<file path="src/rtl/ctrl_seq.sv">
// Sequencing control unit: decodes opcode/func into a registered control bundle,
// runs the start/done program FSM and stalls fetch for MEM_LAT cycles on load/store.
// Optional perf counters (cyc_cnt/instr_cnt/stall_cnt) are enabled by CTRL_PERF_CNT_EN.
module ctrl_seq #(
    parameter int OPCODE_W = 3,
    parameter int FUNC_W   = 2,
    parameter int MEM_LAT  = 2,
    parameter int CNT_W    = 16
) (
    input  logic                clk,
    input  logic                reset,
    input  logic                start,
    input  logic                instr_valid,
    input  logic [OPCODE_W-1:0] opcode,
    input  logic [FUNC_W-1:0]   func,
    output logic                pc_en,
    output logic                stall,
    output logic                busy,
    output logic                done,
    output logic                wr_en,
    output logic                carry_in,
    output logic                sub,
    output logic                alu_src,
    output logic                shift_left,
    output logic                branch_eq,
    output logic                use_dm,
    output logic                mem_read,
    output logic                sel_rs,
    output logic [1:0]          alu_op,
    output logic [1:0]          sel_rd
`ifdef CTRL_PERF_CNT_EN
    ,
    output logic [CNT_W-1:0]    cyc_cnt,
    output logic [CNT_W-1:0]    instr_cnt,
    output logic [CNT_W-1:0]    stall_cnt
`endif
);

    if (OPCODE_W < 3 || FUNC_W < 2 || MEM_LAT < 1 || MEM_LAT > 15 || CNT_W < 1) begin : g_param_check
        $error("ctrl_seq: parameter out of range");
    end

    localparam logic [1:0] S_IDLE = 2'd0;
    localparam logic [1:0] S_RUN  = 2'd1;
    localparam logic [1:0] S_MEM  = 2'd2;
    localparam logic [1:0] S_DONE = 2'd3;

    typedef struct packed {
        logic       wr_en;
        logic       carry_in;
        logic       sub;
        logic       alu_src;
        logic       shift_left;
        logic       branch_eq;
        logic       use_dm;
        logic       mem_read;
        logic       sel_rs;
        logic [1:0] alu_op;
        logic [1:0] sel_rd;
    } ctrl_t;

    logic [1:0] state;
    logic [3:0] mem_cnt;
    ctrl_t      bundle_q;
    ctrl_t      dec;
    logic       is_mem;
    logic       is_halt;
    logic       op_hi;
    logic       accept;

    assign op_hi  = |(opcode >> 3);
    assign stall  = (state == S_MEM);
    assign busy   = (state != S_IDLE);
    assign done   = (state == S_DONE);
    assign accept = (state == S_RUN) && instr_valid;
    assign pc_en  = accept && !stall;

    // NOTE: every signal written here gets a default first, so no path can infer a latch.
    always_comb begin
        dec     = '0;
        is_mem  = 1'b0;
        is_halt = 1'b0;
        if (!op_hi) begin
            unique case (opcode[2:0])
                3'b000: begin dec.wr_en = 1'b1; dec.carry_in = func[0]; end
                3'b001: begin dec.wr_en = 1'b1; dec.sub = 1'b1; dec.carry_in = 1'b1; end
                3'b010: begin dec.wr_en = 1'b1; dec.alu_op = 2'b01; end
                3'b011: begin
                    dec.wr_en = 1'b1; dec.alu_src = 1'b1; dec.sel_rs = 1'b1; dec.sel_rd = 2'b10;
                end
                3'b100: begin dec.wr_en = 1'b1; dec.alu_op = 2'b10; dec.shift_left = func[0]; end
                3'b101: begin
                    dec.wr_en = 1'b1; dec.use_dm = 1'b1; dec.mem_read = 1'b1; dec.sel_rd = 2'b01;
                    is_mem = 1'b1;
                end
                3'b110: begin dec.use_dm = 1'b1; dec.alu_op = 2'b11; is_mem = 1'b1; end
                3'b111: begin
                    if (&func) is_halt = 1'b1;
                    else begin dec.sub = 1'b1; dec.branch_eq = func[0]; end
                end
                default: ;
            endcase
        end
    end

    // NOTE: sequential state uses non-blocking assignments so all registers update together.
    always_ff @(posedge clk) begin
        if (reset) begin
            state    <= S_IDLE;
            mem_cnt  <= 4'd0;
            bundle_q <= '0;
        end else begin
            // Bundle is a NOP unless an instruction is accepted this cycle.
            bundle_q <= '0;
            case (state)
                S_IDLE: if (start) state <= S_RUN;
                S_RUN: begin
                    if (accept) begin
                        if (is_halt) begin
                            state <= S_DONE;
                        end else begin
                            bundle_q <= dec;
                            if (is_mem) begin
                                state   <= S_MEM;
                                mem_cnt <= 4'(MEM_LAT - 1);
                            end
                        end
                    end
                end
                S_MEM: begin
                    if (mem_cnt == 4'd0) state <= S_RUN;
                    else mem_cnt <= mem_cnt - 4'd1;
                end
                default: state <= S_IDLE;
            endcase
        end
    end

    assign wr_en      = bundle_q.wr_en;
    assign carry_in   = bundle_q.carry_in;
    assign sub        = bundle_q.sub;
    assign alu_src    = bundle_q.alu_src;
    assign shift_left = bundle_q.shift_left;
    assign branch_eq  = bundle_q.branch_eq;
    assign use_dm     = bundle_q.use_dm;
    assign mem_read   = bundle_q.mem_read;
    assign sel_rs     = bundle_q.sel_rs;
    assign alu_op     = bundle_q.alu_op;
    assign sel_rd     = bundle_q.sel_rd;

`ifdef CTRL_PERF_CNT_EN
    localparam logic [CNT_W-1:0] CNT_MAX = {CNT_W{1'b1}};

    // Counters only advance while busy, so they hold their final values once back in IDLE.
    always_ff @(posedge clk) begin
        if (reset || (state == S_IDLE && start)) begin
            cyc_cnt   <= '0;
            instr_cnt <= '0;
            stall_cnt <= '0;
        end else begin
            if (busy && cyc_cnt != CNT_MAX)     cyc_cnt   <= cyc_cnt + 1'b1;
            if (accept && instr_cnt != CNT_MAX) instr_cnt <= instr_cnt + 1'b1;
            if (stall && stall_cnt != CNT_MAX)  stall_cnt <= stall_cnt + 1'b1;
        end
    end
`endif

endmodule

</file>
<file path="config.mk">
export PLATFORM = sky130hd
export DESIGN_NAME = ctrl_seq
export DESIGN_NICKNAME = d
export VERILOG_FILES = /design/src/rtl/ctrl_seq.sv
export SDC_FILE = /design/constraint.sdc
export NUM_CORES = 1
export LEC_CHECK = 0
export CAP_MARGIN = 20
export CORE_MARGIN = 10
export CORE_UTILIZATION = 42
export DETAILED_ROUTE_END_ITERATION = 8
export PLACE_DENSITY = 0.76
export SKIP_LAST_GASP = 1
export SLEW_MARGIN = 20
export SYNTH_ARGS = -nofsm -noshare
export SYNTH_HDL_FRONTEND = slang
export SYNTH_SLANG_ARGS = --single-unit
</file>
<file path="constraint.sdc">
create_clock -name clk -period 1.7 [get_ports clk]
set_input_delay 0.255 -clock clk [delete_from_list [all_inputs] [get_ports clk]]
set_output_delay 0.255 -clock clk [all_outputs]
set_load 0.01 [all_outputs]
</file>
* Yosys cells after proc, flatten, opt, wreduce, memory -nomap -nowiden
Cells that the tools add are included.
** Word-level totals
- Register bits after elaboration :: 18
- Bits of input ports :: 9
- Output and inout bits :: 17
- Logic and storage cells :: 72
** Cells by class
- $add $sub $neg :: 1
- Equal/unequal tests :: 17
- Multiplexer cells :: 22
- Bitwise logic cells :: 4
- Reductions and logical operators :: 16
** Operators by type and width (number)
- 4-bit 2-to-1 mux :: 4
- 3-bit equality test (second input constant) :: 4
- 2-bit case mux with 3 select lines :: 2
- 6-bit OR reduction :: 2
- 2-bit 2-to-1 mux :: 5
- 2-bit != test (second input constant) :: 5
- 4-bit case mux with 2 select lines :: 1
- 1-bit 2-to-1 mux :: 7
- 3-bit by 2-bit equality test with 1-bit output (second input constant) :: 2
- 5-bit AND reduction :: 1
- 5-bit OR reduction :: 1
- 2-bit equality test (second input constant) :: 2
- 4-bit zero test :: 1
- 1-bit NOT :: 4
- 1-bit case mux with 2 select lines :: 2
- 2-bit case mux with 2 select lines :: 1
- 4-bit AND reduction :: 1
- 2-bit nonzero test :: 2
- 4-bit OR reduction :: 1
- 4-bit by 1-bit subtractor with 4-bit output (second input constant) :: 1
- 3-bit by 1-bit equality test with 1-bit output (second input constant) :: 1
- 3-bit zero test :: 1
- 3-bit != test (second input constant) :: 1
- 2-bit by 1-bit equality test with 1-bit output (second input constant) :: 1
- other kinds (6) :: 7

* Depth between registers and ports, before layout
- Depth in word-level cells :: 7
- Depth in mapped cells :: 5
- Mapped depth without buffers :: 5

* Least setup slack after synthesis
Ideal clock, no wire load.
- Kind :: register to register
- Start point :: reg mem_cnt[0]
- End point :: reg mem_cnt[1]
- Setup time :: 123 ps
- Data arrival time :: 1428 ps
- Required time :: 1577 ps
- Setup slack :: 148 ps
- Stages on the path, launching flop included :: 6
- Buffers on the path :: 0
- Clock period less this slack :: 1552 ps
- Path through :: dfxtp_1 > inv_1 > ha_1 > or3b_4 > a32oi_2 > mux2_1
** Between the ends
- Word-level cells in the longest chain between the ends :: 3
- Elaborated cells between the ends (all ways) :: 6
- Those cells by class :: 1 x add/sub; 1 x eq/ne; 2 x mux; 2 x reduce/logical
** Ends and longest elaborated chain
- from (decl) :: line 63 : logic [3:0] mem_cnt;
- from (signal assigned) :: line 125 : mem_cnt <= 4'(MEM_LAT - 1);
- from (signal assigned) :: line 132 : else mem_cnt <= mem_cnt - 4'd1;
- 4-bit by 1-bit subtractor with 4-bit output / 4-bit zero test (equally long branches) :: line 132, 131
- 4-bit 2-to-1 mux / 2-bit != test (equally long branches)
- 4-bit case mux with 2 select lines / 5-bit AND reduction (equally long branches)
Several ways; a longest one is shown, not always the timed one. The select of a mux whose other input is x is not followed.
A chain may end at the register's enable or synchronous reset.

* Worst setup path in the final report
Same ends and word-level chain as after synthesis.

==> reports/qor.csv <==
stage,metric,value,unit
clock_tree,holdBufCountCts,0,
timing,rsz0062_at_grt,no,
layout,n_antenna_cell,0,
logic_synthesis,syn_nets,91,
worst_setup_path,reg2reg_to,mem_cnt[1],
layout,finalCoreUtilization,68.5,%
timing,fin_crit,1.64,ns
place,gp_congestion,0.860,
power_and_ir_drop,vdd_ir_drop_max,0.466,mV
logic_synthesis,syn_area,721,µm²
clock_tree,clk_path_buf_depth,2,
worst_setup_path,crit_start,mem_cnt[0],
grt,grt_pass1_wl,2970,µm
power_and_ir_drop,leakage,0.432,nW
floorplanning,ioPinCount,26,
grt,grt-ovfl-total,0,
logic_synthesis,ys.flop_type,dfxtp_1,
power_and_ir_drop,power,0.000751,W
worst_hold_path,hold_class,in -> reg,
layout,area_delta_synth_final,48.3,%
logic_synthesis,synth_cell_type_count,35,
logic_synthesis,syn_inst,81,
logic_synthesis,syn_avg_cell_area,8.90,µm²
floorplanning,core,0.00156,mm²
place,dpl.hpwl,1470,µm
drt,wl_per_cell,14.9,µm
timing,fin_worst_skew,0.00348,ns
clock_tree,htreeDepth,1,
timing,fin_hold_ws,0.536,ns
clock_tree,postCtsSetupRepairBufs,0,
clock_tree,cts_tree,done,
drt,dr.pass1.iters,4,
drt,wl_met3,143,µm
logic_synthesis,yosysWarnings,0,
worst_setup_path,crit_path_start_kind,flip-flop,
timing,setup_ws,0.0577,ns
layout,fillers,127,
clock_tree,cts-root-buf,clkbuf_4,
drt,wl_met2,864,µm
drt,avgViaCountPerCell,5.28,
worst_setup_path,worstSetupPathType,reg -> reg,
clock_tree,clkTransAtPathRegs,0.10,ns
place,place_ws,-0.0472,ns
floorplanning,die_w,61.4,µm
drt,m1WireLength,842,µm
grt,grt_usage,10.4,%
timing,hold_viol,0,
layout,finalNetCount,121,
clock_tree,clkLatencyLatePin,0.29,ns
timing,period_share,96.6,%
grt,grt_max_degree,10,
clock_tree,cts_inserted_buffers,3,
floorplanning,num_rows,14,
worst_setup_path,arrival,1.83,ns
logic_synthesis,synth-edff-count,0,
worst_setup_path,r2r_slack,0.06,ns
drt,num_vias,665,
floorplanning,dieHeight,61.4,µm
clock_tree,clock_sinks,16,
logic_synthesis,seq_area_frac_synth,44.4,%
worst_setup_path,required,1.88,ns
worst_hold_path,min_from,func[1],
layout,drive_gt1_share,22.7,%
place,io_buffers,25,
floorplanning,die_area,0.00377,mm²
place,place_area,0.00100,mm²
logic_synthesis,ys_seq_elements,16,
timing,timing.fmax,0.609,GHz
timing,relSlewSlack,74.4,%
grt,first_global_vias,639,
worst_setup_path,reg2regPathDepth,5,
layout,design_area,0.00107,mm²
worst_setup_path,endpoint_kind,flip-flop,
grt,antenna_found_initial,0,
floorplanning,start_util,46.2,%
worst_hold_path,hold_end,branch_eq,
drt,finalWirelength,1880,µm
drt,postRouteAntennaNets,0,
drt,highest_layer,met4,
worst_setup_path,crit_fanout,4,
worst_setup_path,r2r_start,mem_cnt[0],
timing,setup_viol,0,
drt,drcViolationCount,0,
outcome,status,"finished, final reports clean",
logic_synthesis,async_flop_share,0,%
power_and_ir_drop,powerDensity,703,mW/mm²
job,drv_cap,0,
worst_hold_path,hold_path_depth,2,
drt,dr.first_iter.drc_count,22,
timing,drv_slew,0,
timing,max_slew.worst_pin.slew,0.382,ns
[worst max-delay path, stage by stage (launching register included)]
cell	delay (ns)
dfxtp_2	0.35
inv_1	0.10
ha_4	0.15
or3b_4	0.38
a32oi_2	0.23
mux2_4	0.33
[state kept, by name, indices dropped and copies added (netlist names)]
register    cells
alu_op          2
branch_eq       1
carry_in        1
mem_cnt         4
mem_read        1
sel_rs          1
shift_left      1
state           2
sub             1
use_dm          1
wr_en           1
[what timing repair did]
action,in CTS,in global routing
pin swaps,0,2
gates resized for setup,5,7
endpoints found under the setup margin,3,2
[per-layer routing]
layer / GRT usage, % / vias up
met5: 0 / -
met4: 4.78 / 0
met3: 3.70 / 4
met2: 16.9 / 18
met1: 12.0 / 304
li1: - / 339
[cell type report]
| class | instances | area [µm²] | share of cell area [%] |
|---|---|---|---|
| Multi-Input combinational cell | 53 | 365 | 34.2 |
| Sequential cell | 16 | 325 | 30.4 |
| Timing Repair Buffer | 32 | 303 | 28.3 |
| Clock buffer | 4 | 36.3 | 3.40 |
| Tap cell | 16 | 20.0 | 1.87 |
| Inverter | 5 | 18.8 | 1.76 |
[synthesized netlist by cell type (all sizes together) (2+ instances only)]
master	count	area, µm²
a21oi	4	20.0
o311ai	3	26.3
nor3	5	25.0
buf	5	32.5
nand2b	2	12.5
nor3b	2	15.0
inv	4	15.0
nand3	3	15.0
dfxtp	16	320
clkbuf	2	7.51
nand2	4	15.0
nor2	9	33.8
o21ai	2	10.0
[cell usage in the layout (no fill, tap or decap), types with 2 or more instances in the layout]
cell | netlist | layout
clkdlybuf4s50_1 | 0 | 22
a21oi_1 | 4 | 4
nor3_1 | 5 | 5
nor2_1 | 9 | 9
nor3b_1 | 2 | 2
dfxtp_1 | 16 | 12
o21ai_0 | 2 | 2
clkbuf_4 | 0 | 3
inv_1 | 3 | 2
dfxtp_2 | 0 | 4
o311ai_0 | 3 | 3
buf_4 | 3 | 7
nand2_1 | 4 | 4
inv_2 | 1 | 2
nand3_1 | 3 | 3
dlygate4sd2_1 | 0 | 2
[report_power, final]
group          internal (W)  leakage [nW]  switching [W]
Sequential         0.000382         0.131     0.00000599
Clock              0.000130        0.0210       0.000125
Combinational     0.0000587         0.280      0.0000490
[logic make-up (layout without fill, tap and decap cells)]
family / Yosys count / count (layout) / synth area share (%)
AND/OR/NAND/NOR: 33 / 33 / 25.3
adder cells (fa/ha/maj): 1 / 1 / 1.74
multiplexers: 1 / 1 / 1.56
XOR/XNOR: 2 / 2 / 2.43
AO/OA/AOI/OAI: 16 / 16 / 16.3
flip-flops: 16 / 16 / 44.4
buffers and inverters: 12 / 41 / 8.16
[worst max-delay path by stage]
| stage | slack, ns | end |
|---|---|---|
| after floorplan | 0.15 | mem_cnt[1] |
| after global placement | -0.03 | pc_en |
| after detailed placement | -0.05 | mem_cnt[1] |
| after CTS | -0.04 | stall |
| after global routing | 0.004 | mem_cnt[1] |
| final | 0.06 | mem_cnt[1] |
[metrics by stage]
stage / TNS [ns] / cells
after floorplan: 0 / 81
after global placement: -0.0362 / 122
after detailed placement: -0.0801 / 122
after CTS: -0.0374 / 126
after global routing: 0 / 126
final: 0 / 126
Note: power is estimated with default switching activity, not from simulation.
==> variant 1: new RTL, same settings <==
Add a define of `CTRL_PERF_CNT_EN`.
--- a/src/rtl/ctrl_seq.sv
+++ b/src/rtl/ctrl_seq.sv
@@ -1,6 +1,8 @@
 // Sequencing control unit: decodes opcode/func into a registered control bundle,
 // runs the start/done program FSM and stalls fetch for MEM_LAT cycles on load/store.
 // Optional perf counters (cyc_cnt/instr_cnt/stall_cnt) are enabled by CTRL_PERF_CNT_EN.
+`define CTRL_PERF_CNT_EN
+
 module ctrl_seq #(
     parameter int OPCODE_W = 3,
     parameter int FUNC_W   = 2,
Behaviour (old outputs only; new: cyc_cnt, instr_cnt and stall_cnt): unchanged (Yosys induction, for registers that start in step).
==> variant 1 against the original RTL <==
Power rose to 4.2 times the old value. Sequential cell count rose by 49. Worst setup slack got worse by 0.013 ns. Register-to-register slack improved by 0.02 ns. Routed wire length rose to 5.2 times the old value. Highest routed layer unchanged. Area after synthesis rose to 4.5 times the old value. Clock skew rose by 0.0035 ns. Critical path type is now flop to output port. Synthesized cell count rose to 4.8 times the old value. Final area rose to 4.5 times the old value.
==> variant 1: results (changes against the original RTL) <==
[place]
place_area_um2=4500  ; +350%
post-place-ws_ns=-0.290  ; -0.243 ns
portBuffers=73  ; +190%
place_congestion=0.877  ; +2.0%
dp_hpwl_mm=7.19  ; +390%

[clock_network]
cts_root_buf=clkbuf_8
clkSlewWorstSetupHoldPaths_ns=0.07  ; -0.03 ns
clk_latency_ns=0.34  ; +0.05 ns
cts-buffers-inserted=9  ; +6
htree_num_levels=3  ; +2
cts_buffer_depth=2  ; unchanged

[synthesis]
syn_nets=402  ; +340%
synth_seq_area_share_pct=39.9  ; -4.6 points
synthAdderAreaFrac_pct=1.53  ; -0.20 points
synth_compound_area_share_pct=18.4  ; +2.1 points
synth.area.mux_share_pct=3.72  ; +2.2 points
yosys_warnings=0  ; unchanged
synthXorXnorAreaFrac_pct=0.537  ; -1.9 points
ys_async_sr_fraction_pct=0  ; unchanged
ys_types=54  ; +54%
synth_common_cells=dfxtp_1 (65), a21oi_1 (35), nand2_1 (32)
netlist_top_cells_area=dfxtp_1 (40%), a21oi_1 (5.4%), nand2_1 (3.7%)

[grt]
grt_start_max_net_pins=23  ; +13
grt_overflow=0  ; unchanged
antenna_found_initial=0  ; unchanged
track_usage_pct=16.2  ; +5.8 points
grt_pass1_wl_mm=15.7  ; +430%
first_global_vias=3380  ; +430%

[sta]
slew_headroom_pct=69.3  ; -5.1 points
skew_ns=0.00701  ; +0.00353 ns

[final_layout]
reg_top3=cyc_cnt (16), instr_cnt (16), stall_cnt (16)
diodes=0  ; unchanged
fin_nets=533  ; +340%
drive_gt1_share_pct=21.1  ; -1.6 points

[setup_path]
cp.arrival_ns=1.40  ; -0.43 ns
cp_max_fo=5  ; +1
cp_slowest_stage_delay_ns=0.60  ; +0.22 ns
cp_slowest_cell=clkdlybuf4s50_1
critPathTopFamily=buffers and inverters

[power]
clk-power_w=0.00131  ; +410%
irDropWorstVdd_mv=0.391  ; -16%
power.leakage_nw=1.77  ; +310%
pg_comb_w=0.000280  ; +160%
internal-power_w=0.00238  ; +320%

[worst_hold_path]
holdCritPathClass=flop to flop

[route]
routedWlPerCell_um=15.7  ; +5.2%
viasPerCell=5.65  ; +7.0%
drt-initial-drc-count=171  ; +680%
dr.pass1.iters=4  ; unchanged

[run_status]
status=complete, no violations

-- variant 1: layer usage --
metal / GRT usage [%] / routed length, um / up-vias
met1: 19.6 / 4360 / 1691
met4: 5.73 / 92 / 0
li1: - / - / 1745
met2: 25.2 / 4480 / 97
met5: 0 / 0 / -
met3: 6.78 / 884 / 9
-- variant 1: cell type report --
| cell class | instances | area [um^2] |
|---|---|---|
| inverter | 11 | 41.3 |
| timing repair buffer | 139 | 1220 |
| fill | 664 | 2850 |
| tap | 102 | 128 |
| clock buffer | 13 | 149 |
| multi-input combinational | 294 | 1910 |
| clock inverter | 3 | 40.0 |
| sequential | 65 | 1320 |
-- variant 1: stage by stage --
stage	hold slack [ns]	cells	TNS, ns	power (W)
floorplan	0.332	389	0	0.00172
global placement	0.469	607	-1.90	0.00185
detailed placement	0.479	607	-2.53	0.00185
CTS	0.489	623	0	0.00316
global route	0.502	627	-0.0287	0.00325
finish	0.482	627	0	0.00314
-- variant 1: worst paths after layout --
| kind | from | to | slack, ns | depth (start not counted) |
|---|---|---|---|---|
| worst min register to register | cyc_cnt[4]$_SDFFE_PP0P_ | cyc_cnt[4]$_SDFFE_PP0P_ | 0.48 | 2 |
| worst max-delay path | cyc_cnt[11]$_SDFFE_PP0P_ | cyc_cnt[11] | 0.05 | 1 |
| worst min-delay path | cyc_cnt[4]$_SDFFE_PP0P_ | cyc_cnt[4]$_SDFFE_PP0P_ | 0.48 | 2 |
| worst max register to register | state[1]$_SDFFE_PP0P_ | instr_cnt[15]$_SDFFE_PP0P_ | 0.08 | 6 |
-- variant 1: repair_timing --
action | in CTS | in global routing
setup buffers | 0 | 4
endpoints found under the setup margin | 9 | 29
pin swaps | 0 | 4
resized for setup | 8 | 25
==> variant 2: new RTL, same flow settings <==
Made on the original files. Change the parameter `FUNC_W` from 2 to 4.
--- a/src/rtl/ctrl_seq.sv
+++ b/src/rtl/ctrl_seq.sv
@@ -3,7 +3,7 @@
 // Optional perf counters (cyc_cnt/instr_cnt/stall_cnt) are enabled by CTRL_PERF_CNT_EN.
 module ctrl_seq #(
     parameter int OPCODE_W = 3,
-    parameter int FUNC_W   = 2,
+    parameter int FUNC_W   = 4,
     parameter int MEM_LAT  = 2,
     parameter int CNT_W    = 16
 ) (
Interface: changed (resized func); port bits go from 26 to 28. No check against the original RTL was run, so the function may have changed too.
==> variant 2 against the original RTL <==
Area after synthesis increased by 5.6%. Utilization fell by 3.3 points. Final cell count is 6.3% higher. Routed wire length decreased by 3.4%. Sequential cell count stayed put. Power about the same. Synthesized cell count down 4.9%. Worst setup slack better by 0.020 ns. Final area grew 5.4%. Sequential share of layout area is 1.8 points lower. Via count shrank 1.1%.
==> variant 2: results (changes against the original RTL) <==
[clock_network]
cts_root_buf=clkbuf_4
cts_buffer_depth=2  ; unchanged
htree_num_levels=1  ; unchanged
postCtsHoldBufs=0  ; unchanged
clk_latency_ns=0.28
clkSlewWorstSetupHoldPaths_ns=0.09
cts-buffers-inserted=3  ; unchanged

[grt]
grt_overflow=0  ; unchanged
first_global_vias=644  ; +0.78%
track_usage_pct=9.59  ; -0.79 points
grt_start_max_net_pins=10  ; unchanged
grt_pass1_wl_mm=3.11  ; +4.9%
antenna_found_initial=0  ; unchanged

[power]
irDropWorstVdd_mv=0.640  ; +37%
power.leakage_nw=0.458  ; +6.0%

[sta]
tightest_slew_ns=0.332  ; -0.0497 ns
skew_ns=0.00477  ; +0.00129 ns

[synthesis]
synth_common_cells=dfxtp_1 (16), nor2_1 (9), buf_4 (4)
yosys_warnings=0  ; unchanged
synth_edf_count=0  ; unchanged
syn_nets=89  ; -2.2%
ys_types=37  ; +5.7%
netlist_top_cells_area=dfxtp_1 (42%), nor2_1 (4.4%), buf_4 (3.9%)
netlist_instances=77  ; -4.9%
synth_seq_area_share_pct=42.1  ; -2.3 points
ys_async_sr_fraction_pct=0  ; unchanged

[final_layout]
largest_reg_flops=4  ; unchanged
diodes=0  ; unchanged
fin_cells=134  ; +6.3%
drive_gt1_share_pct=23.9  ; +1.1 points
fin_nets=122  ; +0.83%
regMostFlops=mem_cnt

[route]
vias=658  ; -1.1%
dr.pass1.iters=4  ; unchanged
drt-initial-drc-count=6  ; -73%
routedWlPerCell_um=13.5  ; -9.1%

[place]
portBuffers=27  ; +8.0%
dp_hpwl_mm=1.45  ; -1.2%
post-place-ws_ns=-0.00251  ; +0.0447 ns
place_congestion=0.781  ; -9.2%
place_area_um2=1080  ; +7.2%

[setup_path]
cp_slowest_stage_delay_ns=0.44  ; +0.06 ns
cp_max_fo=5  ; +1
cp_slowest_cell=or3b_4

[worst_hold_path]
holdCritPathClass=flop to flop

[run_status]
status=complete, no violations

## variant 2: cell types whose count changed after synthesis, sizes merged, moves of 2 or more
cell,change
o311ai,-2
o211ai,+2
and2,+2
nor3,-2
nand2,-2
nand4b,+2
nor3b,+2
## variant 2: path summary, 6_finish.rpt
kind                           startpoint                      end  slack (ns)  cells past startpoint
setup / recovery  mem_cnt[0]$_SDFFE_PP0P_  mem_cnt[1]$_SDFFE_PP0P_        0.08                      5
hold / removal    mem_cnt[0]$_SDFFE_PP0P_  mem_cnt[0]$_SDFFE_PP0P_        0.52                      2
setup reg to reg  mem_cnt[0]$_SDFFE_PP0P_  mem_cnt[1]$_SDFFE_PP0P_        0.08                      5
hold reg to reg   mem_cnt[0]$_SDFFE_PP0P_  mem_cnt[0]$_SDFFE_PP0P_        0.52                      2
## variant 2: metal layers
layer | routed length, um | vias up | track usage [%] | share of wire, %
met2 | 932 | 24 | 16.5 | 51
met3 | 142 | 2 | 5.38 | 7.8
met1 | 733 | 296 | 10.1 | 40
met5 | 0 | - | 0 | 0
met4 | 4 | 0 | 1.68 | 0.22
li1 | - | 336 | - | -
## variant 2: cells by family (layout without fill, tap and decap cells)
group,Yosys count,count (layout),synth area share [%]
buffers and inverters,10,42,7.07
adder cells (fa/ha/maj),1,1,1.64
multiplexers,1,1,1.97
XOR/XNOR,1,1,2.14
AND/OR/NAND/NOR,35,35,30.8
AO/OA/AOI/OAI,13,13,14.3
flip-flops,16,16,42.1
## variant 2: final cells by class
class / count / area [um^2]
fillers: 146 / 601
multi-input cells: 51 / 394
repair buffers: 34 / 327
flip-flops and latches: 16 / 323
clock buffers: 4 / 36.3
well taps: 25 / 31.3
inverters: 4 / 15.0
## variant 2: timing repair
action / in CTS / in global routing
hold endpoints to repair: 0 / 0
endpoints found under the setup margin: 3 / 3
resized for setup: 4 / 3
buffers inserted: 0 / 0
## variant 2: per-stage QoR
stage	util (%)	TNS, ns
floorplan	-	0
global placement	62.3	0
detailed placement	62.3	-0.00251
CTS	64.9	-0.00961
global route	65.2	0
finish	65.2	0
## variant 2: critical path: cells and delay by family (launching register included)
kind	cells	cell delay, ns
mux	1	0.30
simple gates	1	0.44
fa+ha+maj	1	0.19
compound gates	1	0.17
buf+inv	1	0.08
flops	1	0.34
## variant 2: power breakdown
part | internal, W | switching (W)
sequential | 0.000381 | 0.00000557
clock | 0.000130 | 0.000115
combinational | 0.0000697 | 0.0000487
